[src/rtl/zbb_bitcount_seq.sv]
// rtl/zbb_bitcount_seq.sv - multi-cycle CPOP/CLZ/CTZ engine, CHUNK operand bits per cycle
module zbb_bitcount_seq #(
   parameter int XLEN  = 32,
   parameter int CHUNK = 4
) (
   input  logic            clk,
   input  logic            rst,
   input  logic            start_i,
   input  logic [1:0]      op_i,
   input  logic [XLEN-1:0] operand_i,
   output logic            busy_o,
   output logic            done_o,
   output logic [XLEN-1:0] result_o
);

   localparam int N     = XLEN / CHUNK;
   localparam int ACC_W = $clog2(XLEN) + 1;
   localparam int CW    = (N > 1) ? $clog2(N) : 1;

   typedef enum logic [1:0] {
      S_IDLE = 2'd0,
      S_BUSY = 2'd1,
      S_DONE = 2'd2
   } state_t;

   state_t            r_state;
   state_t            w_next;
   logic [XLEN-1:0]   r_shift;
   logic [1:0]        r_op;
   logic [ACC_W-1:0]  r_acc;
   logic [CW-1:0]     r_cnt;
   logic              r_found;
   logic [XLEN-1:0]   r_result;

   logic [XLEN-1:0]   w_rev;
   logic [CHUNK-1:0]  w_chunk;
   logic [ACC_W-1:0]  w_ones;
   logic [ACC_W-1:0]  w_tz;
   logic              w_seen;
   logic              w_has_one;
   logic [ACC_W-1:0]  w_add;
   logic [ACC_W-1:0]  w_acc_next;
   logic              w_last;

   // CLZ is turned into CTZ by reversing the operand, so one LSB-first scan serves all ops
   always_comb begin
      w_rev = '0;
      for (int i = 0; i < XLEN; i++) begin
         w_rev[i] = operand_i[XLEN-1-i];
      end
   end

   assign w_chunk   = r_shift[CHUNK-1:0];
   assign w_has_one = |w_chunk;
   assign w_last    = (r_cnt == CW'(N - 1));

   always_comb begin
      w_ones = '0;
      w_tz   = ACC_W'(CHUNK);
      w_seen = 1'b0;
      for (int i = 0; i < CHUNK; i++) begin
         w_ones = w_ones + ACC_W'(w_chunk[i]);
         if (!w_seen && w_chunk[i]) begin
            w_tz   = ACC_W'(i);
            w_seen = 1'b1;
         end
      end
   end

   always_comb begin
      w_add = '0;
      case (r_op)
         2'b00:   w_add = w_ones;
         2'b01,
         2'b10:   w_add = r_found ? '0 : w_tz;
         default: w_add = '0;
      endcase
   end

   assign w_acc_next = r_acc + w_add;

   always_ff @(posedge clk or posedge rst) begin
      if (rst) begin
         r_state <= S_IDLE;
      end else begin
         r_state <= w_next;
      end
   end

   always_comb begin
      w_next = r_state;
      busy_o = 1'b0;
      done_o = 1'b0;
      case (r_state)
         S_IDLE: begin
            if (start_i) w_next = S_BUSY;
         end
         S_BUSY: begin
            busy_o = 1'b1;
            if (w_last) w_next = S_DONE;
         end
         S_DONE: begin
            done_o = 1'b1;
            w_next = S_IDLE;
         end
         default: w_next = S_IDLE;
      endcase
   end

   always_ff @(posedge clk or posedge rst) begin
      if (rst) begin
         r_shift  <= '0;
         r_op     <= '0;
         r_acc    <= '0;
         r_cnt    <= '0;
         r_found  <= 1'b0;
         r_result <= '0;
      end else begin
         case (r_state)
            S_IDLE: begin
               if (start_i) begin
                  r_shift <= (op_i == 2'b01) ? w_rev : operand_i;
                  r_op    <= op_i;
                  r_acc   <= '0;
                  r_cnt   <= '0;
                  r_found <= 1'b0;
               end
            end
            S_BUSY: begin
               r_shift <= r_shift >> CHUNK;
               r_acc   <= w_acc_next;
               r_cnt   <= r_cnt + CW'(1);
               r_found <= r_found | w_has_one;
               if (w_last) begin
                  r_result <= {{(XLEN-ACC_W){1'b0}}, w_acc_next};
               end
            end
            default: ;
         endcase
      end
   end

   assign result_o = r_result;

endmodule

[config.mk]
export PLATFORM = sky130hd
export DESIGN_NAME = zbb_bitcount_seq
export DESIGN_NICKNAME = d
export VERILOG_FILES = /design/src/rtl/zbb_bitcount_seq.sv
export SDC_FILE = /design/constraint.sdc
export NUM_CORES = 1
export LEC_CHECK = 0
export BUFFER_PORTS_ARGS = -buffer_cell sky130_fd_sc_hd__buf_2
export CAP_MARGIN = 10
export CORE_ASPECT_RATIO = 2
export CORE_MARGIN = 2
export CORE_UTILIZATION = 49
export DETAILED_ROUTE_END_ITERATION = 12
export GPL_TIMING_DRIVEN = 0
export PLACE_DENSITY = 0.77
export SLEW_MARGIN = 20
export SYNTH_ARGS = -nofsm -noshare
export SYNTH_HDL_FRONTEND = slang
export SYNTH_SLANG_ARGS = --single-unit
[constraint.sdc]
create_clock -name clk -period 2.6 [get_ports clk]
set_input_delay 0.26 -clock clk [delete_from_list [all_inputs] [get_ports clk]]
set_output_delay 0.26 -clock clk [all_outputs]
set_load 0.01 [all_outputs]
==> impl_metrics.tcl <==
set metrics [dict create \
    outcome "completed" \
    yosys_most_used_dff "sky130_fd_sc_hd__dfrtp_1" \
    syn_area_per_cell_um2 10.4 \
    critical_path.slowest_cell "sky130_fd_sc_hd__fa_1" \
    rsz0062_at_grt "true" \
    fillers 499 \
    synth.cell_area_mm2 0.00297 \
    ys_warn_count 0 \
    cap_viol_max_count 0 \
    dieWidth_um 59.1 \
    synth_largest_area_cell "sky130_fd_sc_hd__dfrtp_1" \
    final_net_count 421 \
    timing.critical_path.required_ps 2780 \
    critical_path.top_delay_family "adder cells" \
    flow.area_growth_from_synthesis_pct 25.9 \
    largest_net_degree_at_the_start_of_global_routing 31 \
    drt_iter0_drc 76 \
    library_cell_used_as_clock_root_buffer "sky130_fd_sc_hd__clkbuf_16" \
    die_height_um 114 \
    report.final.hold_viol_count 0 \
    worstPathCellList "fa_1, ha_2, ha_4, nand2_4, a21oi_4, buf_6, fa_2, a21o_1, a32oi_2, o21ai_1" \
    worst_ir_drop_vdd_v 0.000656 \
    tightestPinTransition_ps 679 \
    tritoncts "yes" \
    hold-worst-slack_ps 59.3 \
    clk_path_buf_depth 2 \
    avgRoutedWirePerCell_um 16.1 \
    count_of_final_setup_violators 0 \
    commonest_non_fill_non_tap_cell_in_the_layout "sky130_fd_sc_hd__dfrtp_1" \
    reg2regPathDepth 10 \
    wire_length_of_the_first_global_routing_pass_mm 11.2 \
    cellLeakagePower_uw 0.00187 \
    ioPinCount 71 \
    drt-total-wl_mm 7.00 \
    vias_per_cell 5.50 \
    worst_slew_margin 0.547 \
    period_needed_ps 2590 \
    numCtsBuffers 5 \
    worstSetupStartpointType "flop" \
    number_of_port_buffers 44 \
    timing.critical_path.arrival_ps 2760 \
    crit_buf_inv 1 \
    placement_rows 40 \
    fmaxAchievable_mhz 387 \
    hold_path_class "input pin to async pin" \
    initial_utilization 0.499 \
    global_route.usage.total 0.224 \
    globalRouteOverflowTotal 0 \
    post_route_cells_drive_above_1_share 0.318 \
    critical_path.endpoint_type "flop" \
    mostFrequentLayoutCells "sky130_fd_sc_hd__dfrtp_1, sky130_fd_sc_hd__buf_2, sky130_fd_sc_hd__buf_4" \
    cp_slowest_stage_delay_ps 550 \
    fin_crit_sh 0.995 \
    num_vias 2389 \
    drc 0 \
    insertion_delay_ps 300 \
    worst-path-max-fanout 3 \
    dr.pass1.iters 4 \
    netlist_instances 285 \
    power.density_mw_per_mm2 1040 \
    synthTopCellsByArea "sky130_fd_sc_hd__dfrtp_1, sky130_fd_sc_hd__mux2i_1, sky130_fd_sc_hd__a22oi_1" \
    finalWeightedCongestion 0.782 \
    dp_hpwl_mm 5.17 \
    synth_largest_type_area_fraction 0.438 \
    ff2ff_setup_slack_ps 10 \
    core_region_area_mm2 0.00596 \
    setup.worst_path.class "flop to flop" \
    synth-edff-count 0 \
    worst_r2r_endpoint "r_acc[4]" \
    finalInstanceArea_mm2 0.00374 \
    clk_pin_slew_worst_paths_ps 70 \
    synth_cell_type_count 38 \
    synth_seq_cells 52 \
    cts_num_sinks 52 \
    sequential_fraction_of_the_synthesis_area 0.438 \
    detailed_place.area_mm2 0.00339 \
    fin_worst_skew_ps 5.50 \
    asyncSetResetFlopFracSynth 1.00 \
    drv_slew 0 \
    grt_antenna_before_repair 0 \
    insertedDiodeCount 0 \
    cts_hold_buffers 0 \
    htree_levels 2 \
    worst_r2r_src "r_shift[1]" \
    grt_pass1_vias 2391 \
    route.antenna.remaining_nets 0 \
    die_area_mm2 0.00675 \
]
## worst max-delay path by stage
stage | from | slack [ps] | cells after the start | endpoint
global route | r_shift[1] | -90 | 10 | r_acc[4]
global placement | r_shift[0] | -200 | 9 | result_o[5]
detailed placement | r_shift[0] | -260 | 9 | result_o[5]
finish | r_shift[1] | 10 | 10 | r_acc[4]
CTS | r_shift[1] | 20 | 9 | r_acc[5]
floorplan | r_shift[0] | 50 | 9 | result_o[5]
## cell families (layout without fill, tap and decap cells)
family                     after synthesis  in the layout  synth area share
AOI/OAI and AO/OA                       85             85             0.178
adders and majority gates               13             13            0.0597
buffers and inverters                   50            111             0.116
other                                    1             26           0.00126
muxes                                   36             36             0.123
xor gates and xnor gates                 1              1           0.00295
and+or+nand+nor                         47             47            0.0812
DFF                                     52             52             0.438
## report_power, final
part | internal (µW) | switching, µW
registers | 1150 | 241
logic | 753 | 891
clock network | 547 | 306
## metrics by stage
stage	cells	setup TNS (ps)	setup slack [ps]	total power [µW]	util
after floorplan	310	0	53.8	2380	-
after global placement	417	-709	-202	2720	0.565
after detailed placement	418	-1020	-258	2800	0.570
after CTS	431	0	18.9	3820	0.622
after global routing	434	-474	-89.0	4150	0.629
final	434	0	13.7	3890	0.629
## flip-flops by register name, summed over array words and instances, names as in the netlist
name      count
result_o      6
r_acc         6
r_state       2
r_cnt         3
r_shift      32
r_found       1
r_op          2
## per-layer routing
metal / wire length (µm) / vias to the layer above / part of all wire / global-route usage
met5: 0 / - / 0 / 0
met4: 225 / 0 / 0.032 / 0.100
met3: 246 / 18 / 0.035 / 0.0350
met2: 4090 / 85 / 0.58 / 0.431
met1: 2440 / 1134 / 0.35 / 0.220
li1: - / 1152 / - / -
## Yosys cell counts, types with 3 or more instances
cell type / count
sky130_fd_sc_hd__clkbuf_1: 5
sky130_fd_sc_hd__o21ai_1: 14
sky130_fd_sc_hd__buf_4: 28
sky130_fd_sc_hd__ha_1: 11
sky130_fd_sc_hd__o21ai_0: 27
sky130_fd_sc_hd__nor2b_1: 4
sky130_fd_sc_hd__a22oi_1: 29
sky130_fd_sc_hd__nand2_1: 16
sky130_fd_sc_hd__nor2_1: 3
sky130_fd_sc_hd__dfrtp_1: 52
sky130_fd_sc_hd__mux2i_1: 32
sky130_fd_sc_hd__buf_2: 3
sky130_fd_sc_hd__a21oi_1: 5
sky130_fd_sc_hd__mux2_2: 4
sky130_fd_sc_hd__buf_6: 6
sky130_fd_sc_hd__inv_1: 6
sky130_fd_sc_hd__nand3_1: 14
## timing repair
item | CTS | global route
endpoints found under the setup margin | 6 | 7
pin swaps | 13 | 19
buffers inserted | 6 | 3
resized for setup | 17 | 6
## layout make-up
type,instances,area (µm²),area share
clock inverters,2,60.1,0.0160
well taps,63,78.8,0.0210
flip-flops and latches,52,1300,0.347
repair buffers,54,323,0.0862
inverters,7,26.3,0.00702
multi-input cells,208,1510,0.404
clock buffers,5,125,0.0334
plain buffers,43,319,0.0852
## worst reg2reg max path: cells and delay by family (launching register included)
family / cells / cell delay (ps)
simple gates: 1 / 60
compound gates: 4 / 550
buf+inv: 1 / 140
fa+ha+maj: 4 / 1310
flops: 1 / 400
Note: power is estimated with default switching activity, not from simulation.
